<file path="src/rtl/twiddle_pingpong_ram.sv">
`default_nettype none
// ============================================================================
// Module   : twiddle_pingpong_ram
// Brief    : Ping-pong twiddle store; registered multi-port reads of the active
//            page, streamed loading of the shadow page, swap on command.
// Revision : 1.0 - initial release
// ============================================================================
module twiddle_pingpong_ram #(
  parameter int W      = 32,
  parameter int DEPTH  = 8,
  parameter int NUM_RD = 2,
  localparam int AW    = (DEPTH > 1) ? $clog2(DEPTH) : 1
) (
  input  logic                 clk,
  input  logic                 rst_n,
  input  logic                 load_start,
  input  logic                 ld_valid,
  output logic                 ld_ready,
  input  logic [W-1:0]         ld_data,
  output logic                 ld_done,
  input  logic                 swap,
  output logic                 swap_err,
  output logic                 active_full,
  input  logic [NUM_RD-1:0]    rd_en,
  input  logic [NUM_RD*AW-1:0] rd_addr,
  output logic [NUM_RD*W-1:0]  rd_data,
  output logic [NUM_RD-1:0]    rd_valid
);

  localparam logic [AW-1:0] c_last  = AW'(DEPTH - 1);
  localparam logic [AW:0]   c_depth = (AW + 1)'(DEPTH);

  typedef enum logic [1:0] {
    S_IDLE   = 2'd0,
    S_LOAD   = 2'd1,
    S_LOADED = 2'd2
  } state_t;

  state_t          r_state;
  logic [AW-1:0]   r_wr_ptr;
  logic            r_active_page;
  logic            r_active_full;
  logic            r_ld_ready;
  logic            r_ld_done;
  logic            r_swap_err;
  logic [W-1:0]    r_mem [2][DEPTH];
  logic            w_wr_en;

  assign ld_ready    = r_ld_ready;
  assign ld_done     = r_ld_done;
  assign swap_err    = r_swap_err;
  assign active_full = r_active_full;
  assign w_wr_en     = rst_n && (r_state == S_LOAD) && ld_valid;

  always_ff @(posedge clk) begin
    if (!rst_n) begin
      r_state       <= S_IDLE;
      r_wr_ptr      <= '0;
      r_active_page <= 1'b0;
      r_active_full <= 1'b0;
      r_ld_ready    <= 1'b0;
      r_ld_done     <= 1'b0;
      r_swap_err    <= 1'b0;
    end else begin
      r_ld_done  <= 1'b0;
      r_swap_err <= swap && (r_state != S_LOADED);
      case (r_state)
        S_IDLE: begin
          if (load_start) begin
            r_state    <= S_LOAD;
            r_wr_ptr   <= '0;
            r_ld_ready <= 1'b1;
          end
        end
        S_LOAD: begin
          if (ld_valid) begin
            if (r_wr_ptr == c_last) begin
              r_state    <= S_LOADED;
              r_wr_ptr   <= '0;
              r_ld_ready <= 1'b0;
              r_ld_done  <= 1'b1;
            end else begin
              r_wr_ptr <= r_wr_ptr + AW'(1);
            end
          end
        end
        S_LOADED: begin
          if (swap) begin
            r_active_page <= ~r_active_page;
            r_active_full <= 1'b1;
            r_state       <= S_IDLE;
          end
        end
        default: r_state <= S_IDLE;
      endcase
    end
  end

  // Page storage is intentionally left unreset.
  always_ff @(posedge clk) begin
    if (w_wr_en) begin
      r_mem[~r_active_page][r_wr_ptr] <= ld_data;
    end
  end

  generate
    for (genvar gi = 0; gi < NUM_RD; gi++) begin : g_rd
      logic [AW-1:0] w_addr;
      logic          w_in_range;
      logic [W-1:0]  r_data;
      logic          r_valid;

      if (DEPTH == 1) begin : g_single
        logic w_unused_addr;
        assign w_unused_addr = ^rd_addr[gi*AW +: AW];
        assign w_addr        = '0;
        assign w_in_range    = 1'b1;
      end else begin : g_multi
        assign w_addr     = rd_addr[gi*AW +: AW];
        assign w_in_range = ({1'b0, w_addr} < c_depth);
      end

      // Reads sample the page selected before any swap at this same edge.
      always_ff @(posedge clk) begin
        if (!rst_n) begin
          r_data  <= '0;
          r_valid <= 1'b0;
        end else if (rd_en[gi]) begin
          r_data  <= w_in_range ? r_mem[r_active_page][w_addr] : '0;
          r_valid <= r_active_full;
        end else begin
          r_valid <= 1'b0;
        end
      end

      assign rd_data[gi*W +: W] = r_data;
      assign rd_valid[gi]       = r_valid;
    end
  endgenerate

endmodule
`default_nettype wire

</file>
<file path="config.mk">
export PLATFORM = sky130hd
export DESIGN_NAME = twiddle_pingpong_ram
export DESIGN_NICKNAME = d
export VERILOG_FILES = /design/src/rtl/twiddle_pingpong_ram.sv
export SDC_FILE = /design/constraint.sdc
export NUM_CORES = 1
export LEC_CHECK = 0
export CAP_MARGIN = 20
export CORE_ASPECT_RATIO = 0.8
export CORE_UTILIZATION = 57
export CTS_BUF_LIST = sky130_fd_sc_hd__clkbuf_8
export DETAILED_ROUTE_END_ITERATION = 10
export GPL_ROUTABILITY_DRIVEN = 0
export PLACE_DENSITY = 0.82
export SYNTH_ARGS = -nofsm -noshare
export SYNTH_HDL_FRONTEND = slang
export SYNTH_SLANG_ARGS = --single-unit
export TNS_END_PERCENT = 10
</file>
<file path="constraint.sdc">
create_clock -name clk -period 4.7 [get_ports clk]
set_input_delay 0.94 -clock clk [delete_from_list [all_inputs] [get_ports clk]]
set_output_delay 0.94 -clock clk [all_outputs]
set_load 0.1 [all_outputs]
</file>
* After elaboration in Yosys (flattened, before gate mapping)
Memory sizes are Yosys's and may differ from the RTL's. A register that Yosys moved wholly into a read port is not among the register bits.
Cells that the tools add are included.
** Word-level totals
- Bits in registers :: 76
- Bits in writable memories :: 512
- Input bits :: 45
- Output and inout bits :: 70
- Memories kept :: 1
** Operators by class
- $add $sub $neg :: 1
- $lt $le $gt $ge :: 4
- Eq/ne operators :: 8
- Mux-type cells :: 26
- Bitwise gates (word level) :: 4
- Reduce and logical (&&, ||, !) cells :: 13
** Memory list
- r_mem :: words 2, bits a word 256, read ports 1, clocked after memory_dff 1, write ports 1, RTL line 46 : logic [W-1:0] r_mem [2][DEPTH];
** Operators with widths (count)
- 256-bit 2-to-1 mux :: 1
- 32-bit binary-select mux with 3-bit select :: 2
- 32-bit 2-to-1 mux :: 5
- 32-bit demux with 3-bit select :: 1
- 4-bit greater-or-equal comparator, second input constant :: 3
- 3-bit NOT with 4-bit output :: 3
- 3-bit 2-to-1 mux :: 3
- 2-bit 2-to-1 mux :: 4
- 2-bit != test, second input constant :: 4
- 4-bit AND reduction :: 2
- 1-bit 2-to-1 mux :: 7
- 2-bit one-hot mux with 3 select lines :: 1
- 3-bit one-hot mux with 2 select lines :: 1
- 2-bit AND reduction :: 3
- 3-bit AND reduction :: 2
- 1-bit logical AND :: 4
- 4-bit by 1-bit < comparator with 1-bit output, second input constant :: 1
- 3-bit by 1-bit adder with 3-bit output, second input constant :: 1
- 3-bit equality test, second input constant :: 1
- 2-bit by 1-bit equality test with 1-bit output, second input constant :: 1
- 2-bit equality test, second input constant :: 1
- 2-bit zero test :: 1
- 2-bit by 1-bit != test with 1-bit output, second input constant :: 1
- 1-bit one-hot mux with 2 select lines :: 1
- 2 further kinds :: 2

* Depth between registers and ports, before layout
- Depth in word-level cells :: 6
- Gate-level depth with buffers :: 7
- Mapped depth without buffers :: 5

* Worst setup path after synthesis
Ideal clock, no wire load.
- Path type :: input port to flip-flop
- Start :: input port rst_n
- End :: memory r_mem[1][224] (netlist bit), enable pin
- Library setup time :: 0.501 ns
- Arrival time :: 4.587 ns
- Data required time :: 4.199 ns
- Setup slack :: -0.389 ns
- Stages :: 5
- Buffers on the path :: 2
- Cell sequence :: buf_2 and4b_1 buf_2 nand2b_1 nor4_1
** On the way
- Longest elaborated chain between the ends :: 4
** Ends and longest elaborated chain
- start, declared :: RTL line 15 : input logic rst_n,
- 1-bit logical AND (2 in series) :: RTL line 53 : assign w_wr_en = rst_n && (r_state == S_LOAD) && ld_valid;
- 1-bit 2-to-1 mux :: RTL line 101 : if (w_wr_en) begin
- 256-bit 2-to-1 mux (implied by the code) :: RTL line 102 : r_mem[~r_active_page][r_wr_ptr] <= ld_data;
- end, declared :: RTL line 46
No other way between the ends.

* Worst setup path in the final report
- Start :: register g_rd[0].r_data[13]
- End :: output port rd_data[13]
** RTL lines
- start, declared :: RTL line 110 : logic [W-1:0] r_data;
- start signal, assigned :: RTL line 129 : r_data <= w_in_range ? r_mem[r_active_page][w_addr] : '0;
- end, declared :: RTL line 26 : output logic [NUM_RD*W-1:0] rd_data,
No word-level cell between the ends.

==> results.md <==
- Clock sinks: 589
- Area grow syn2layout: 12.48%
- LEAKAGE: 11.49 nW
- Slew headroom: 23.91%
- Tot GR Track Use: 28.11%
- DPL Wire Length: 37200 um
- Initial antenna violation count: 1
- Clk Latency, worst-skew pair: 0.68 ns
- Crit path time final: 3.320 ns
- Core Rows: 70
- Buf+Inv Stages, Crit Path: 1
- Fin worst setup slack: 1.380 ns
- Sequential area share after synthesis: 63.02%
- Worst EP arrival: 2.38 ns
- Worst Tran Pin Value: 1.141 ns
- Worst R2R End: r_mem[1][50]
- Largest net degree at the start of global routing: 74
- Switching Share: 25.07%
- Vias per Instance: 6.373
- CP max FO: 2
- Worst min path class: reg2reg
- CTS Hold Buffers Added: 0
- Die Y: 196.1 um
- Unrepaired setup endpoints after global routing: false
- Port bufs: 114
- Power consumption: 11.01 mW
- Area of the multi-input gates: 0.009042 sq mm
- Clock share of power: 37.7%
- Vias in the first global route: 17.81k
- Endpoints failing setup: 0
- Final Hold Vio Count: 0
- Final-stage net count: 2118
- Fillers: 3274
- Routed via count: 17.58k
- Core outline area: 0.04607 sq mm
- Worst-case clock buffer depth: 3
- CP Capture Type: output port
- Post-CTS Resized: 0
- Final core utilization: 65.54%
- First-pass GRT wire length: 102000 um
- Pwr dens: 364.6 mW/mm^2
- Combinational Power Share: 9.8%
- Postcts setup bufs: 0
- ANT nets after route: 0
- Syn Nets: 2009
- Setup TNS: 0 ns
- Sequential group share of total power: 52.5%
- WS Path Type: reg2out
- Router iterations before antenna repair: 5
- Critical-path top delay cell: clkdlybuf4s50_1
- Critical Path RT: 3.76 ns
- DRT iter0 DRCs: 1681
- Worst r2r src: r_state[0]
- Layout cells sized above 1: 9.231%
- CP Launch Type: flop
- CP startpoint: g_rd[0].r_data[13]
- Switch Pwr: 2.760 mW
- DR WL/cell: 24.48 um
- Flops & latches, synth: 589
- H-tree depth: 3
- Yosys Warn Count: 0
- TritonCTS Buffers: 89
- Residual DRC: 0
- Max-cap violations: 0
- CTS tree: built
- Post-Syn Area: 0.02684 sq mm
- Critical path cell sequence: clkdlybuf4s50_1
- Fin Clk Skew: 0.03091 ns
- Outcome: finished clean
- Worst-path clk slew: 0.06 ns
- DIE WIDTH: 244.6 um
- Critical Path Max Stage Delay: 1.21 ns
- Overflow left after global routing: 0
- Achievable Freq: 301.2 MHz
- Hold slack: 0.4626 ns
- Final worst-path cycle share: 70.64%
- Worst setup path end: rd_data[13]
- Setup WS pre-CTS: 1.100 ns
- Root buf cell: clkbuf_8
- Max-slew violations: 0
- Die area: 0.04797 sq mm
- Crit. path cell count: 1
- Synthesized area per cell: 13.69 sq um
- Cell count after synthesis: 1961
- Internal power: 8.250 mW
- Final WL: 67510 um
- CP top delay family: buffers and inverters
- I/O pins: 115
- Peak VDD IR: 0.2924 mV
- Synth unique cells: 33
- Reg area: 0.01692 sq mm
- R2R depth: 5
- Reg2reg setup slack: 2.23 ns
- Starting Density: 58.27%
==> layer usage <==
layer	GRT usage (%)	vias to the layer above	routed length, um
li1	-	7735	-
met1	37.66	8809	27700
met2	45.13	883	31830
met3	5.896	151	6185
met4	10.79	0	1794
met5	0	-	0
==> state kept, by name, indices dropped and copies added, names as in the netlist, 2 cells and up, named ones only <==
register,flops
r_wr_ptr,3
g_rd.r_data,64
r_mem,512
r_state,2
g_rd.r_valid,2
==> worst min path at each step <==
stage	from	end	depth (start not counted)
2_1_floorplan	r_wr_ptr[1]	r_wr_ptr[1]	2
3_3_place_gp	g_rd[1].r_data[6]	g_rd[1].r_data[6]	2
4_1_cts	g_rd[1].r_data[6]	g_rd[1].r_data[6]	2
5_1_grt	g_rd[1].r_data[31]	g_rd[1].r_data[31]	2
3_5_place_dp	g_rd[1].r_data[6]	g_rd[1].r_data[6]	2
6_report	g_rd[1].r_data[6]	g_rd[1].r_data[6]	2
==> cells in the final DEF, fill, tap and decap left out, types with 2 or more instances in the layout <==
cell / count
and3_1: 3
nand2b_1: 4
edfxtp_1: 512
a21oi_1: 129
nor2_1: 2
buf_12: 12
inv_1: 40
clkinv_2: 4
clkdlybuf4s50_1: 112
nand2_1: 199
nor3_2: 8
nand3_1: 196
and2_2: 2
buf_8: 2
inv_6: 2
dfxtp_1: 77
nor2b_4: 6
a21boi_0: 2
nor2b_1: 3
and2_1: 4
mux2i_1: 514
nand3_2: 2
nand3b_1: 3
clkinv_1: 6
clkinvlp_4: 2
clkbuf_8: 111
nor2_4: 8
buf_4: 34
o21ai_0: 4
ha_1: 3
a22oi_1: 128
==> synth_stat cells <==
cell      count  area, sq um
nor2_1        8        30.03
ha_1          3        37.54
buf_6        28        315.3
nor3b_1       1        7.510
nor2b_1       9        56.30
a21boi_0      2        15.01
buf_8         7        105.1
buf_4        21        157.7
nand2_1     199        747.0
and3_1        3        18.77
nor4b_1       1        8.760
a21oi_1     129        645.6
clkbuf_4      1        7.510
buf_12        5        100.1
o22ai_1       1        6.260
a22oi_1     128        960.9
nor4_1        2        12.51
nand2b_1      4        25.02
and2_1        6        37.54
nor4bb_1      1        10.01
mux2i_1     514         5145
clkbuf_1     28        105.1
and4b_1       1        10.01
edfxtp_1    512        15370
nand3b_1      3        22.52
inv_1         1        3.750
nor3_1        8        40.04
o21ai_0       4        20.02
nand3_1     198        991.0
dfxtp_1      77         1541
buf_2        53        265.3
xnor2_1       1        8.760
nor2_2        2        12.51
==> logic make-up after synthesis <==
logic type,after synthesis,synth area share [%]
mux,514,19.17
xor+xnor,1,0.03263
buf+inv,144,3.948
flops,589,63.02
fa+ha+maj,3,0.1398
simple gates,446,7.560
compound gates,264,6.138
==> stage by stage <==
step	instance area, sq um	cells
floorplan	26850	1961
global placement	28370	2590
detailed placement	28370	2590
CTS	30170	2756
global route	30200	2758
finish	30200	2758
==> layout make-up <==
class | instances | share of cell area (%)
flip-flops and latches | 589 | 56.02
multi-input cells | 1228 | 29.95
repair buffers | 161 | 5.544
clock buffers | 111 | 5.059
well taps | 612 | 2.536
clock inverters | 55 | 0.8702
inverters | 1 | 0.01243
diodes | 1 | 0.008287
==> power by group through the flow <==
stage                     clock [mW]  combinational, mW  sequential (mW)
after floorplan                    0              0.457             6.20
after global placement             0               1.05             5.89
after detailed placement           0               1.07             5.89
after CTS                       4.20               1.07             5.78
after global routing            4.42               1.13             5.78
final                           4.15               1.08             5.78
(Power assumes the default switching activity.)
